--- config.mk ---
export PLATFORM = sky130hd
export DESIGN_NAME = payload_deserializer
export DESIGN_NICKNAME = d
export VERILOG_FILES = /design/src/rtl/payload_deserializer.sv
export SDC_FILE = /design/constraint.sdc
export NUM_CORES = 1
export LEC_CHECK = 0
export BUFFER_PORTS_ARGS = -buffer_cell sky130_fd_sc_hd__buf_2
export CAP_MARGIN = 20
export CORE_UTILIZATION = 41
export CTS_CLUSTER_SIZE = 8
export DETAILED_ROUTE_END_ITERATION = 10
export PLACE_DENSITY = 0.56
export SLEW_MARGIN = 30
export SYNTH_ARGS = -nofsm -noshare
export SYNTH_HDL_FRONTEND = slang
export SYNTH_SLANG_ARGS = --single-unit
--- constraint.sdc ---
create_clock -name clk -period 2.5 [get_ports clk]
set_input_delay 0.25 -clock clk [delete_from_list [all_inputs] [get_ports clk]]
set_output_delay 0.25 -clock clk [all_outputs]
set_load 0.01 [all_outputs]
--- src/rtl/payload_deserializer.sv ---
// Payload deserializer: assembles MSB-first serial payload bits into words and buffers them
// in a small FIFO with valid/ready output, plus sticky short/long/overflow error flags.
module payload_deserializer #(
  parameter int PAYLOAD_BITS = 10,
  parameter int DEPTH        = 4,
  parameter int CNT_W        = 8
) (
  input  logic                    clk,
  input  logic                    rst,
  input  logic                    ser_in,
  input  logic                    ser_valid,
  input  logic                    bit_en,
  output logic [PAYLOAD_BITS-1:0] out_data,
  output logic                    out_valid,
  input  logic                    out_ready,
  output logic [CNT_W-1:0]        frame_cnt,
  output logic                    err_short,
  output logic                    err_long,
  output logic                    overflow,
  input  logic                    clr_err
);

  localparam int BC_W = $clog2(PAYLOAD_BITS + 1);
  localparam int PW   = $clog2(DEPTH);
  localparam int OC_W = $clog2(DEPTH + 1);

  typedef enum logic [1:0] {S_IDLE, S_COLLECT, S_HOLD} state_t;

  state_t                  state_q, state_d;
  logic [BC_W-1:0]         cnt_q, cnt_d;
  logic [PAYLOAD_BITS-2:0] shreg_q, shreg_d;
  logic [PAYLOAD_BITS-1:0] word;
  logic                    sample, push, set_short, set_long;

  logic [PAYLOAD_BITS-1:0] mem [DEPTH];
  logic [PW-1:0]           wr_q, wr_d, rd_q, rd_d;
  logic [OC_W-1:0]         occ_q, occ_d;
  logic [CNT_W-1:0]        fcnt_q, fcnt_d;
  logic                    short_q, short_d, long_q, long_d, ovf_q, ovf_d;
  logic                    pop, full, push_ok, drop;

  assign sample = ser_valid & bit_en;
  assign word   = {shreg_q, ser_in};

  // Frame collection FSM
  always_comb begin
    state_d   = state_q;
    cnt_d     = cnt_q;
    shreg_d   = shreg_q;
    push      = 1'b0;
    set_short = 1'b0;
    set_long  = 1'b0;
    case (state_q)
      S_IDLE, S_COLLECT: begin
        if (!ser_valid) begin
          state_d   = S_IDLE;
          set_short = (cnt_q != '0);
          cnt_d     = '0;
        end else begin
          state_d = S_COLLECT;
          if (sample) begin
            shreg_d = word[PAYLOAD_BITS-2:0];
            if (cnt_q == BC_W'(PAYLOAD_BITS - 1)) begin
              push    = 1'b1;
              cnt_d   = '0;
              state_d = S_HOLD;
            end else begin
              cnt_d = cnt_q + BC_W'(1);
            end
          end
        end
      end
      S_HOLD: begin
        if (!ser_valid) state_d = S_IDLE;
        else if (sample) set_long = 1'b1;
      end
      default: state_d = S_IDLE;
    endcase
  end

  // FIFO control; a simultaneous pop frees the slot a full-FIFO push needs
  assign pop     = out_valid & out_ready;
  assign full    = (occ_q == OC_W'(DEPTH));
  assign push_ok = push & (~full | pop);
  assign drop    = push & full & ~pop;

  always_comb begin
    wr_d    = wr_q + PW'(push_ok);
    rd_d    = rd_q + PW'(pop);
    occ_d   = occ_q + OC_W'(push_ok) - OC_W'(pop);
    fcnt_d  = fcnt_q + CNT_W'(push_ok);
    short_d = (short_q & ~clr_err) | set_short;
    long_d  = (long_q & ~clr_err) | set_long;
    ovf_d   = (ovf_q & ~clr_err) | drop;
  end

  always_ff @(posedge clk or posedge rst) begin
    if (rst) begin
      state_q <= S_IDLE;
      cnt_q   <= '0;
      shreg_q <= '0;
      wr_q    <= '0;
      rd_q    <= '0;
      occ_q   <= '0;
      fcnt_q  <= '0;
      short_q <= 1'b0;
      long_q  <= 1'b0;
      ovf_q   <= 1'b0;
    end else begin
      state_q <= state_d;
      cnt_q   <= cnt_d;
      shreg_q <= shreg_d;
      wr_q    <= wr_d;
      rd_q    <= rd_d;
      occ_q   <= occ_d;
      fcnt_q  <= fcnt_d;
      short_q <= short_d;
      long_q  <= long_d;
      ovf_q   <= ovf_d;
    end
  end

  // Storage is data-only; empty-FIFO output is forced to zero instead of resetting it
  always_ff @(posedge clk) begin
    if (push_ok) mem[wr_q] <= word;
  end

  assign out_valid = (occ_q != '0);
  assign out_data  = out_valid ? mem[rd_q] : '0;
  assign frame_cnt = fcnt_q;
  assign err_short = short_q;
  assign err_long  = long_q;
  assign overflow  = ovf_q;

endmodule

## After elaboration in Yosys (flattened, before gate mapping)

Memories as Yosys holds them, arrays and structs flattened.
Index checks and enable logic that the tools add are counted.

| storage, ports and cells | value |
|---|---|
| bits of input ports | 7 |
| output and inout bits | 22 |
| word-level logic and storage cells | 64 |
| flip-flop bits (word level) | 33 |
| memories | 1 |
| RAM bits | 40 |

| operators by class | value |
|---|---|
| $add $sub $neg | 6 |
| reductions and logical operators | 6 |
| multiplexer cells | 20 |
| bitwise gates (word level) | 15 |
| eq/ne operators | 6 |

Memory list:

| memory | words | bits a word | rd ports | clocked after memory_dff | wr ports | RTL line | RTL |
|---|---|---|---|---|---|---|---|
| mem | 4 | 10 | 1 | 0 | 1 | 35 | `logic [PAYLOAD_BITS-1:0] mem [DEPTH];` |

Operators with widths:

| operator | count |
|---|---|
| two-way mux 4 bit | 3 |
| two-way mux 1 bit | 11 |
| two-way mux 10 bit | 1 |
| adder 8 x 1 -> 8 bit | 1 |
| AND 1 bit | 8 |
| two-way mux 2 bit | 4 |
| adder 2 x 1 -> 2 bit | 2 |
| adder 4 x 1 -> 4 bit (second input constant) | 1 |
| == test 4 bit (second input constant) | 1 |
| bitwise OR 1 bit | 4 |
| case mux 2 bit (2 select lines) | 1 |
| nonzero test 4 bit | 1 |
| adder 3 x 1 -> 3 bit | 1 |
| == test 3 bit (second input constant) | 1 |
| NOT 1 bit | 3 |
| AND reduction 3 bit | 1 |
| nonzero test 3 bit | 1 |
| subtractor 3 x 1 -> 3 bit | 1 |
| == test 2 x 1 -> 1 bit (second input constant) | 1 |
| == test 2 bit (second input constant) | 1 |
| logical NOT 2 bit | 1 |
| != test 2 x 1 -> 1 bit (second input constant) | 1 |
| != test 2 bit (second input constant) | 1 |
| AND reduction 2 bit | 1 |
| OR reduction 2 bit | 1 |

## Depth between registers and ports, before layout

Gate-level depths: netlist of the first run.

| depth | value |
|---|---|
| word-level depth | 8 |
| mapped depth | 10 |
| gate-level depth less buffers | 10 |

## Worst setup path after synthesis of the first run

No wires, ideal clock.

| timing | value |
|---|---|
| path kind | register to register |
| start | reg occ_q[1] |
| end | reg occ_q[2] |
| period minus slack after synthesis | 2.261 ns |
| stages on the path, launching flop included | 10 |
| arrival time | 2.138 ns |
| setup slack | 0.239 ns |
| data required time | 2.377 ns |
| library setup time | 0.123 ns |
| cells stage by stage | dfrtp_1 -> nor3_1 -> clkbuf_1 -> nor2b_1 -> ha_1 -> inv_1 -> ha_1 -> fa_1 -> xnor2_1 -> xnor2_1 |

| between the ends | value |
|---|---|
| longest elaborated chain between the ends | 6 |
| elaborated cells on any way between the ends | 8 |

Ends and longest elaborated chain:

| what | RTL line | RTL |
|---|---|---|
| start, declared | 37 | `logic [OC_W-1:0] occ_q, occ_d;` |
| start signal, assigned | 104 | `occ_q <= '0;` |
| start signal, assigned | 115 | `occ_q <= occ_d;` |
| nonzero test 3 bit or == test 3 bit (tied branches) | 128, 83 |  |
| AND 1 bit or NOT 1 bit (tied branches) | 82, 84 |  |
| bitwise OR 1 bit | 84 | `assign push_ok = push & (~full \| pop);` |
| AND 1 bit | 84 |  |
| adder 3 x 1 -> 3 bit | 90 | `occ_d = occ_q + OC_W'(push_ok) - OC_W'(pop);` |
| subtractor 3 x 1 -> 3 bit * | 90 |  |
| named net occ_d[2] | 37 |  |

Mark *: on every way through the listed nets, which the timed path passes. The rest lies on a longest branch.
A chain may end at the register's enable or synchronous reset.

## Worst setup path after layout of the first run

| timing | value |
|---|---|
| start | reg cnt_q[1] |
| end | reg occ_q[2] |

| between the ends | value |
|---|---|
| longest elaborated chain between the ends | 8 |

Ends and longest elaborated chain:

| what | RTL line | RTL |
|---|---|---|
| start, declared | 30 | `logic [BC_W-1:0] cnt_q, cnt_d;` |
| start signal, assigned | 111 | `cnt_q <= cnt_d;` |
| == test 4 bit | 63 | `if (cnt_q == BC_W'(PAYLOAD_BITS - 1)) begin` |
| two-way mux 1 bit | 63 |  |
| two-way mux 1 bit | 61 | `if (sample) begin` |
| two-way mux 1 bit | 55 | `if (!ser_valid) begin` |
| two-way mux 1 bit | 53 | `case (state_q)` |
| AND 1 bit | 84 |  |
| adder 3 x 1 -> 3 bit | 90 |  |
| subtractor 3 x 1 -> 3 bit | 90 |  |
| named net occ_d[2] | 37 |  |

The timed path passes the listed nets, and every way through them passes these cells.

==> metrics.csv, run 1 <==
stage,metric,value,unit
timing,totalNegativeSetupSlack,0,ps
placement,hpwlAfterDp,3.54,mm
floorplanning,die_y,87.5,µm
synth,yosys_register_bits,73,
synth,number_of_warnings_reported_in_the_yosys_synthesis_log,0,
clocking,cts_hold_buf,0,
placement,io_buffers,28,
clocking,cts.repair.resized,0,
grt,groute.usage.overall,0.156,
clocking,cts_made_buffers,9,
cells_and_area,layout.cells.most_common_list,"edfxtp_1, dfrtp_1, buf_2",
timing,grt_setup_unrepaired,no,
pwr,ir_worst_vdd,0.350,mV
timing,maxSlewViolCount,0,
floorplanning,effective_utilization_at_floorplan,0.432,
outcome,run_status,finished clean,
hold_path,worstHoldPathType,in2async,
synth,yosysUniqueCellTypes,32,
grt,grt_max_degree,22,
floorplanning,floorplan.io_pins,29,
synth,synth.cell_area,3000,µm²
timing,slew_headroom,0.451,
timing,setup_viol,0,
routing,viasPerCell,4.88,
timing,fin_ws,132,ps
run,max_cap_violations,0,
cells_and_area,design_area,3440,µm²
critical_path,regToRegSetupSlack,130,ps
placement,gp_routability_congestion,0.722,
synth,mappedNetlistNets,196,
synth,synth_sequential_area_ratio,0.676,
timing,period_share,0.947,
clocking,post-cts-setup-buffer-count,0,
synth,main_flop_type_after_synthesis,edfxtp_1,
synth,synth_cells,179,
timing,timing.fmax,422,MHz
synth,synthArstFlopShare,0.452,
cells_and_area,final_net_count,239,
clocking,worst_skew_pair.late_latency,330,ps
synth,synth_enable_flop_cells,40,
timing,largest_clock_skew_in_the_final_design,5.10,ps
routing,route.antenna.remaining_nets,0,
grt,first_global_vias,1705,
grt,grt_overflow,0,
cells_and_area,final_layout_size_suffix_gt1_frac,0.322,
critical_path,critPathLaunch,cnt_q[1]$_DFFE_PP0P_,
routing,drt_first_pass_iters,4,
cells_and_area,num_antenna_cells,0,
clocking,clk_transition_reported_paths,70,ps
timing,final-hold-violation-count,0,
clocking,clock_tree_from_tritoncts,built,
routing,drcViolationCount,0,
timing,tightest_slew,823,ps
routing,wl_per_cell,16.1,µm
clocking,clock_path_buffers,2,
critical_path,endpoint_kind,flop,
pwr,power.leakage,1.43,nW
clocking,clock-sinks,73,
placement,place_area,3280,µm²
pwr,pwr_density_cell,910,nW/µm²
critical_path,worstPathRequired,2760,ps
critical_path,crit_path_max_fanout,6,
routing,route.final.wire_length,5.20,mm
floorplanning,design.die.area,7660,µm²
clocking,cts.root.buffer_cell,clkbuf_8,
floorplanning,die_width,87.5,µm
grt,number_of_antenna_violations_at_the_first_check_in_global_routing,0,
clocking,htreeDepth,3,
synth,mean_area_per_synthesized_cell,16.8,µm²
cells_and_area,layout_commonest_cell,edfxtp_1,
critical_path,crit-reg2reg-launch,cnt_q[1]$_DFFE_PP0P_,
cells_and_area,finish.utilization,0.496,
critical_path,cp.arrival,2620,ps
critical_path,startpoint_type,flop,
routing,detailroute.via_count,1577,
routing,drtIter0Drc,40,
cells_and_area,areaGrowthSynthToFinish,14.8,%
placement,pre_cts_slack,66.6,ps
timing,post-route-min-period,2370,ps
grt,grt_pass1_wl,8.48,mm
cells_and_area,layout.filler_cells,599,
critical_path,timing_worst_setup_path_type,reg2reg,
floorplanning,placeableCoreArea,6940,µm²
floorplanning,row_count,30,
-- path summary, 6_finish.rpt --
| path | endpoint | cells after the start |
|---|---|---|
| setup / recovery | occ_q[2]$_DFF_PP0_ | 10 |
| setup reg to reg | occ_q[2]$_DFF_PP0_ | 10 |
| hold / removal | shreg_q[7]$_DFFE_PP0P_ | 2 |
| max in group asynchronous | frame_cnt[6]$_DFF_PP0_ | 3 |
| hold reg to reg | err_long$_DFF_PP0_ | 1 |
| min in group clk | err_long$_DFF_PP0_ | 2 |
-- layer usage --
metal,global-route usage,vias to the layer above,wire [µm]
met4,0.0894,0,123
met3,0.0349,12,186
met2,0.264,36,2610
li1,-,743,-
met5,0,-,0
met1,0.183,786,2280
-- per-stage QoR --
stage	cells	power, mW	hold WS (ps)
after floorplan	179	2.16	341
after global placement	307	2.37	450
after detailed placement	307	2.42	460
after CTS	323	3.18	95.4
after global routing	323	3.33	116
final	323	3.13	74.5
-- power by group --
group | internal [mW] | switching [mW] | total, mW
clock network | 0.358 | 0.398 | 0.757
registers | 1.46 | 0.190 | 1.65
logic | 0.424 | 0.304 | 0.728
total | 2.24 | 0.893 | 3.13
-- state kept, by name, summed over array words and instances, names as in the netlist --
register and count:
state_q 2, wr_q 2, occ_q 3, err_long 1
err_short 1, overflow 1, cnt_q 4, mem 40
shreg_q 9, frame_cnt 8, rd_q 2
-- layout make-up --
cell class	instances	area [µm²]	area share
flip-flops and latches	73	2030	0.588
multi-input cells	88	885	0.257
repair buffers	37	208	0.0603
clock buffers	13	139	0.0403
well taps	96	120	0.0349
inverters	13	48.8	0.0142
clock inverters	3	17.5	0.00509
-- Yosys cell counts (2+ instances only) --
cell      number  area, µm²
o22ai_1        2       12.5
ha_1           9        113
xnor2_1        7       61.3
o32ai_1        2       17.5
nor2b_1       12       75.1
nand3_1        7       35.0
inv_1         13       48.8
nor3b_1        3       22.5
nand3b_1       2       15.0
dfrtp_1       33        826
mux2_4         5       75.1
mux4_2        10        225
and3_1         2       12.5
edfxtp_1      40       1200
mux2_2         4       45.0
xor2_1         4       35.0
buf_6          2       22.5
nor3_1         2       10.0
nand2_1        4       15.0
o21ai_0        3       15.0
a31oi_1        2       12.5
-- cells by family (layout without fill, tap and decap cells) --
| kind of cell | after synthesis | in the layout | share of synthesized area |
|---|---|---|---|
| flip-flops | 73 | 73 | 0.676 |
| AND/OR/NAND/NOR | 38 | 38 | 0.0788 |
| multiplexers | 19 | 19 | 0.115 |
| buffers and inverters | 18 | 66 | 0.0334 |
| XOR/XNOR | 11 | 11 | 0.0321 |
| adder cells (fa/ha/maj) | 10 | 10 | 0.0442 |
| AO/OA/AOI/OAI | 10 | 10 | 0.0208 |
-- critical path, stage by stage, from the launching register on --
cell and delay, ps:
dfrtp_1 420, inv_2 100, ha_2 180, and4b_2 280
nand3_4 110, ha_1 280, inv_1 40, ha_1 180
fa_1 380, xnor2_1 180, xnor2_1 130
Power figures use the tool's default switching activity.
==> inputs of run 2 (changes only) <==
--- a/config.mk
+++ b/config.mk
@@ -5,12 +5,13 @@
 export SDC_FILE = /design/constraint.sdc
 export NUM_CORES = 1
 export LEC_CHECK = 0
+export ABC_AREA = 1
 export BUFFER_PORTS_ARGS = -buffer_cell sky130_fd_sc_hd__buf_2
 export CAP_MARGIN = 20
 export CORE_UTILIZATION = 41
 export CTS_CLUSTER_SIZE = 8
 export DETAILED_ROUTE_END_ITERATION = 10
-export PLACE_DENSITY = 0.56
+export PLACE_DENSITY = 0.58
 export SLEW_MARGIN = 30
 export SYNTH_ARGS = -nofsm -noshare
 export SYNTH_HDL_FRONTEND = slang
==> constraint.sdc (replaced) <==
create_clock -name clk -period 1.9 [get_ports clk]
set_input_delay 0.19 -clock clk [delete_from_list [all_inputs] [get_ports clk]]
set_output_delay 0.19 -clock clk [all_outputs]
set_load 0.01 [all_outputs]
==> run 2 against run 1 <==
  * The flow now finishes with violations (negative setup slack)
  * Wire length is 16% higher
  * Clock skew is 3.8 ps higher
  * Critical path type unchanged
  * Highest routed layer unchanged
  * Synthesized cell count increased by 82%
  * First-iteration DRC count grew 140%
  * Sequential power rose by 16%
  * Hold slack better by 25 ps
  * Register-to-register slack got worse by 190 ps
  * Flip-flop and latch count unchanged
  * Worst setup slack got worse by 190 ps
  * Maximum frequency rose by 21%
==> metrics.csv, run 2 <==
stage,metric,value,unit
outcome,run_status,"complete, but fails checks",
outcome,failed_checks,negative setup slack,
critical_path,rr_worst_depth,10,
synth,synth_sequential_area_ratio,0.625,
routing,wl_per_cell,12.4,µm
clocking,clk_transition_reported_paths,70,ps
floorplanning,placeableCoreArea,7690,µm²
run,max_cap_violations,0,
synth,post_synth_xor_area_fraction,0.0162,
timing,final.hold.worst_slack,100,ps
synth,yosys_register_bits,73,
synth,mappedNetlistNets,343,
synth,main_flop_type_after_synthesis,edfxtp_1,
hold_path,worstHoldPathType,in2reg,
timing,fin_ws,-59.4,ps
cells_and_area,final_net_count,398,
critical_path,crit_path_max_fanout,2,
cells_and_area,top_register,mem,
cells_and_area,layout_commonest_cell,nand2_1,
synth,synth_top_cells_by_count,"nand2_1, inv_1, edfxtp_1",
routing,drcViolationCount,0,
placement,gp_routability_congestion,0.723,
clocking,htreeDepth,3,
grt,first_global_vias,2076,
cells_and_area,num_antenna_cells,0,
grt,groute.usage.overall,0.163,
hold_path,holdPathEnd,mem[0][0]$_DFFE_PP_,
timing,setup_viol,2,
cells_and_area,largest_register_ffs,40,
timing,period_share,1.03,
floorplanning,row_count,32,
clocking,clock_tree_from_tritoncts,built,
floorplanning,die_width,91.0,µm
placement,hpwlAfterDp,3.92,mm
synth,synth_cells,326,
critical_path,cp.arrival,2180,ps
synth,synth.mux.area_fraction,0,
critical_path,critical_path.slowest_cell,dfrtp_1,
pwr,power.leakage,1.90,nW
synth,yosysUniqueCellTypes,26,
clocking,cts_made_buffers,9,
placement,place_area,3640,µm²
critical_path,startpoint_type,flop,
grt,number_of_antenna_violations_at_the_first_check_in_global_routing,0,
critical_path,cp_slowest_stage_delay,400,ps
cells_and_area,layout.filler_cells,732,
routing,route.final.wire_length,6.03,mm
clocking,worst_skew_pair.late_latency,340,ps
critical_path,crit-reg2reg-launch,cnt_q[1]$_DFFE_PP0P_,
cells_and_area,design_area,3940,µm²
cells_and_area,finish.cell_count_without_fillers,488,
critical_path,endpoint_kind,flop,
synth,synthSimpleGateAreaFrac,0.183,
timing,slew_headroom,0.713,
routing,viasPerCell,4.47,
synth,synth_top_area_cell,edfxtp_1,
timing,grt_setup_unrepaired,yes,
floorplanning,floorplan.io_pins,29,
cells_and_area,finish.utilization,0.512,
hold_path,hp-start,ser_in,
floorplanning,design.die.area,8280,µm²
critical_path,worstPathRequired,2120,ps
synth,yosysMostFrequentCell,nand2_1,
critical_path,timing_worst_setup_path_type,reg2reg,
pwr,ir_worst_vdd,0.334,mV
synth,adder_cell_fraction_of_synth_area,0.0409,
cells_and_area,areaGrowthSynthToFinish,21.3,%
synth,ranking_of_synthesized_cells_by_area,"edfxtp_1, dfrtp_1, nand2_1",
critical_path,most_used_cell_along_the_critical_path,ha_4,
critical_path,critical_path.reg2reg.endpoint,occ_q[2]$_DFF_PP0_,
placement,pre_cts_slack,-108,ps
timing,tightest_slew,431,ps
synth,synth_enable_flop_cells,40,
clocking,clock-sinks,73,
floorplanning,effective_utilization_at_floorplan,0.422,
timing,totalNegativeSetupSlack,-105,ps
clocking,cts.root.buffer_cell,clkbuf_8,
cells_and_area,final_layout_size_suffix_gt1_frac,0.225,
routing,drt_first_pass_iters,4,
timing,maxSlewViolCount,0,
timing,largest_clock_skew_in_the_final_design,8.89,ps
synth,mean_area_per_synthesized_cell,9.96,µm²
clocking,clock_path_buffers,2,
synth,synth_top_area_share,0.370,
timing,timing.fmax,510,MHz
critical_path,regToRegSetupSlack,-60,ps
routing,route.antenna.remaining_nets,0,
routing,detailroute.via_count,2183,
placement,numPlacedInstances,468,
synth,synth_compound_gate_area_share,0.0428,
placement,io_buffers,28,
synth,number_of_warnings_reported_in_the_yosys_synthesis_log,0,
floorplanning,die_y,91.0,µm
synth,synth_top_family_by_area,simple AND/OR/NAND/NOR gates,
grt,grt_overflow,0,
grt,grt_pass1_wl,10.1,mm
synth,synth.cell_area,3250,µm²
synth,synthArstFlopShare,0.452,
pwr,fin_total_pwr,4.40,mW
hold_path,worst_hold_path.num_cells,1,
critical_path,crit_chain,"inv_2, ha_4, nand2_4, nor2_4, nand3_4, ha_4, inv_2, ha_4, fa_2, xnor2_1",
grt,grt_max_degree,34,
timing,post-route-min-period,1960,ps
routing,drtIter0Drc,97,
pwr,pwr_density_cell,1120,nW/µm²
timing,final-hold-violation-count,0,
cells_and_area,layout.cells.most_common_list,"nand2_1, inv_1, edfxtp_1",
run 2: power breakdown:
part / switching (mW) / leakage (nW) / internal (mW)
clock network: 0.535 / 0.104 / 0.737
logic: 0.730 / 0.999 / 0.481
registers: 0.107 / 0.800 / 1.81
total: 1.37 / 1.90 / 3.03
run 2: logic make-up after synthesis:
group,count (synthesis)
adder cells (fa/ha/maj),10
XOR/XNOR,6
AND/OR/NAND/NOR,134
flip-flops,73
AO/OA/AOI/OAI,27
buffers and inverters,76
run 2: routing by layer:
metal | vias up | GRT usage | routed length, µm
met2 | 35 | 0.268 | 3010
met1 | 1012 | 0.207 | 2740
met3 | 8 | 0.0402 | 181
met4 | 0 | 0.0675 | 99
met5 | - | 0 | 0
li1 | 1128 | - | -
run 2: cell type report:
| class | instances | area [µm²] | share of cell area |
|---|---|---|---|
| flip-flops and latches | 73 | 2030 | 0.515 |
| multi-input cells | 177 | 998 | 0.254 |
| repair buffers | 51 | 319 | 0.0811 |
| inverters | 69 | 259 | 0.0658 |
| clock buffers | 12 | 135 | 0.0343 |
| well taps | 102 | 128 | 0.0324 |
| clock inverters | 4 | 70.1 | 0.0178 |
run 2: worst max path at each step:
stage,start,endpoint
after CTS,cnt_q[1]$_DFFE_PP0P_,occ_q[2]$_DFF_PP0_
final,cnt_q[1]$_DFFE_PP0P_,occ_q[2]$_DFF_PP0_
after global placement,cnt_q[1]$_DFFE_PP0P_,occ_q[2]$_DFF_PP0_
after global routing,cnt_q[1]$_DFFE_PP0P_,occ_q[1]$_DFF_PP0_
after floorplan,cnt_q[1]$_DFFE_PP0P_,occ_q[2]$_DFF_PP0_
after detailed placement,cnt_q[1]$_DFFE_PP0P_,occ_q[2]$_DFF_PP0_
run 2: critical path: cells and delay by family (launching register included):
family | cells | cell delay [ps]
adder cells (fa/ha/maj) | 4 | 890
AND/OR/NAND/NOR | 3 | 290
flip-flops | 1 | 400
XOR/XNOR | 1 | 140
buffers and inverters | 2 | 120
run 2: what timing repair did:
action	4_1_cts	5_1_grt
pin swaps	3	2
endpoints found under the hold margin	33	0
endpoints found under the setup margin	5	7
buffers inserted	0	3
resized for setup	5	8
hold buffers	1	0
==> inputs of run 3 (changes only) <==
--- a/config.mk
+++ b/config.mk
@@ -6,7 +6,7 @@
 export NUM_CORES = 1
 export LEC_CHECK = 0
 export ABC_AREA = 1
-export BUFFER_PORTS_ARGS = -buffer_cell sky130_fd_sc_hd__buf_2
+export BUFFER_PORTS_ARGS = -buffer_cell sky130_fd_sc_hd__clkbuf_2
 export CAP_MARGIN = 20
 export CORE_UTILIZATION = 41
 export CTS_CLUSTER_SIZE = 8
@@ -16,3 +16,4 @@
 export SYNTH_ARGS = -nofsm -noshare
 export SYNTH_HDL_FRONTEND = slang
 export SYNTH_SLANG_ARGS = --single-unit
+export TNS_END_PERCENT = 20
==> run 3 against run 2 <==
  * The flow still finishes with violations (negative setup slack)
  * Critical path depth is 1 lower
  * First-iteration DRC count is 4.1% higher
  * Final area is 0.48% lower
  * Sequential share of layout area is 0.25 points higher
  * Largest power group unchanged
==> metrics.csv, run 3 (synthesized netlist as in run 2, its figures left out) <==
stage,metric,value,unit
run,max_cap_violations,0,
critical_path,crit_path_max_fanout,2,
routing,wl_per_cell,12.3,µm
routing,drt_first_pass_iters,4,
routing,drtIter0Drc,101,
timing,tightest_slew,421,ps
cells_and_area,num_antenna_cells,0,
timing,largest_clock_skew_in_the_final_design,9.82,ps
timing,setup_viol,2,
cells_and_area,top_register,mem,
clocking,clock_tree_from_tritoncts,built,
grt,number_of_antenna_violations_at_the_first_check_in_global_routing,0,
timing,timing.fmax,520,MHz
placement,io_buffers,28,
placement,pre_cts_slack,-82.7,ps
placement,gp_routability_congestion,0.717,
floorplanning,die_y,91.0,µm
grt,grt_pass1_wl,10.4,mm
cells_and_area,areaGrowthSynthToFinish,20.7,%
clocking,clock-sinks,73,
critical_path,endpoint_kind,flop,
grt,grt_overflow,0,
cells_and_area,final_layout_size_suffix_gt1_frac,0.223,
hold_path,worstHoldPathType,in2reg,
critical_path,timing_worst_setup_path_type,reg2reg,
routing,route.antenna.remaining_nets,0,
clocking,cts_made_buffers,9,
grt,first_global_vias,2202,
critical_path,cp.arrival,2200,ps
floorplanning,row_count,32,
cells_and_area,layout.cells.most_common_list,"nand2_1, inv_1, edfxtp_1",
pwr,power.leakage,1.89,nW
floorplanning,floorplan.io_pins,29,
cells_and_area,finish.utilization,0.510,
clocking,worst_skew_pair.late_latency,340,ps
floorplanning,placeableCoreArea,7690,µm²
routing,detailroute.via_count,2188,
clocking,clock_path_buffers,2,
timing,maxSlewViolCount,0,
pwr,ir_worst_vdd,0.553,mV
timing,grt_setup_unrepaired,yes,
outcome,failed_checks,negative setup slack,
floorplanning,design.die.area,8280,µm²
hold_path,worst_hold_path.num_cells,1,
routing,drcViolationCount,0,
critical_path,regToRegSetupSlack,-20,ps
outcome,run_status,"complete, but fails checks",
pwr,pwr_density_cell,1100,nW/µm²
timing,slew_headroom,0.719,
critical_path,crit-reg2reg-launch,cnt_q[1]$_DFFE_PP0P_,
clocking,cts.root.buffer_cell,clkbuf_8,
critical_path,rr_worst_depth,9,
timing,fin_ws,-22.2,ps
clocking,htreeDepth,3,
floorplanning,effective_utilization_at_floorplan,0.422,
cells_and_area,final_net_count,398,
routing,route.final.wire_length,6.00,mm
timing,post-route-min-period,1920,ps
critical_path,critical_path.reg2reg.endpoint,occ_q[1]$_DFF_PP0_,
critical_path,worstPathRequired,2180,ps
hold_path,holdPathEnd,mem[2][0]$_DFFE_PP_,
hold_path,hp-start,ser_in,
grt,groute.usage.overall,0.164,
clocking,clk_transition_reported_paths,70,ps
timing,period_share,1.01,
cells_and_area,layout_commonest_cell,nand2_1,
placement,hpwlAfterDp,3.91,mm
routing,viasPerCell,4.48,
grt,grt_max_degree,34,
cells_and_area,largest_register_ffs,40,
floorplanning,die_width,91.0,µm
critical_path,startpoint_type,flop,
timing,final-hold-violation-count,0,
-- run 3: cell count changes in the layout (fill, tap and decap cells not counted), sizes merged --
cell / change
clkbuf: +28
clkinv: +1
bufinv: -1
buf: -28
-- run 3: timing repair --
item / in CTS / in global routing
buffers inserted: 1 / 2
resized for setup: 5 / 7
setup endpoints to repair: 5 / 7
hold endpoints to repair: 33 / 0
pin swaps: 3 / 3
hold buffers: 1 / 0
-- run 3: cell type report --
class	instances	area [µm²]
timing repair buffer	51	319
fill	736	3770
clock buffer	12	145
tap	102	128
inverter	69	259
sequential	73	2030
multi-input combinational	177	996
clock inverter	4	43.8
-- run 3: routing by layer --
metal  wire length, µm  global-route usage  vias to the layer above
li1                  -                   -                     1130
met1              2560               0.196                     1008
met2              3100               0.283                       37
met4               101              0.0741                        0
met5                 0                   0                        -
met3               241              0.0385                       13
-- run 3: worst max path at each step --
stage	slack [ps]	start	endpoint	depth (start not counted)
2_1_floorplan	-120	cnt_q[1]$_DFFE_PP0P_	occ_q[2]$_DFF_PP0_	10
3_3_place_gp	-20	cnt_q[1]$_DFFE_PP0P_	occ_q[2]$_DFF_PP0_	10
3_5_place_dp	-80	cnt_q[1]$_DFFE_PP0P_	frame_cnt[4]$_DFF_PP0_	13
4_1_cts	-30	cnt_q[1]$_DFFE_PP0P_	occ_q[1]$_DFF_PP0_	9
5_1_grt	-80	cnt_q[1]$_DFFE_PP0P_	occ_q[2]$_DFF_PP0_	10
6_report	-20	cnt_q[1]$_DFFE_PP0P_	occ_q[1]$_DFF_PP0_	9
-- run 3: per-stage QoR --
stage | TNS [ps] | hold slack [ps] | power [mW] | area (µm²) | instances
after floorplan | -222 | 289 | 2.73 | 3280 | 326
after global placement | -43.4 | 287 | 3.14 | 3640 | 468
after detailed placement | -233 | 284 | 3.17 | 3640 | 468
after CTS | -69.2 | 98.3 | 4.33 | 3870 | 486
after global routing | -160 | 102 | 4.58 | 3920 | 488
final | -41.7 | 104 | 4.30 | 3920 | 488
-- run 3: power breakdown --
part	total (mW)	leakage, nW	switching, mW	internal [mW]
logic	1.21	0.993	0.736	0.476
clock network	1.17	0.0978	0.534	0.635
registers	1.92	0.800	0.107	1.81
total	4.30	1.89	1.38	2.92
-- run 3: critical path, stage by stage, from the launching register on --
cell and delay, ps:
dfrtp_1 390, inv_2 80, ha_4 140, nand2_4 50, nor2_4 140, nand3_4 110
ha_4 280, inv_2 40, ha_4 140, fa_2 510
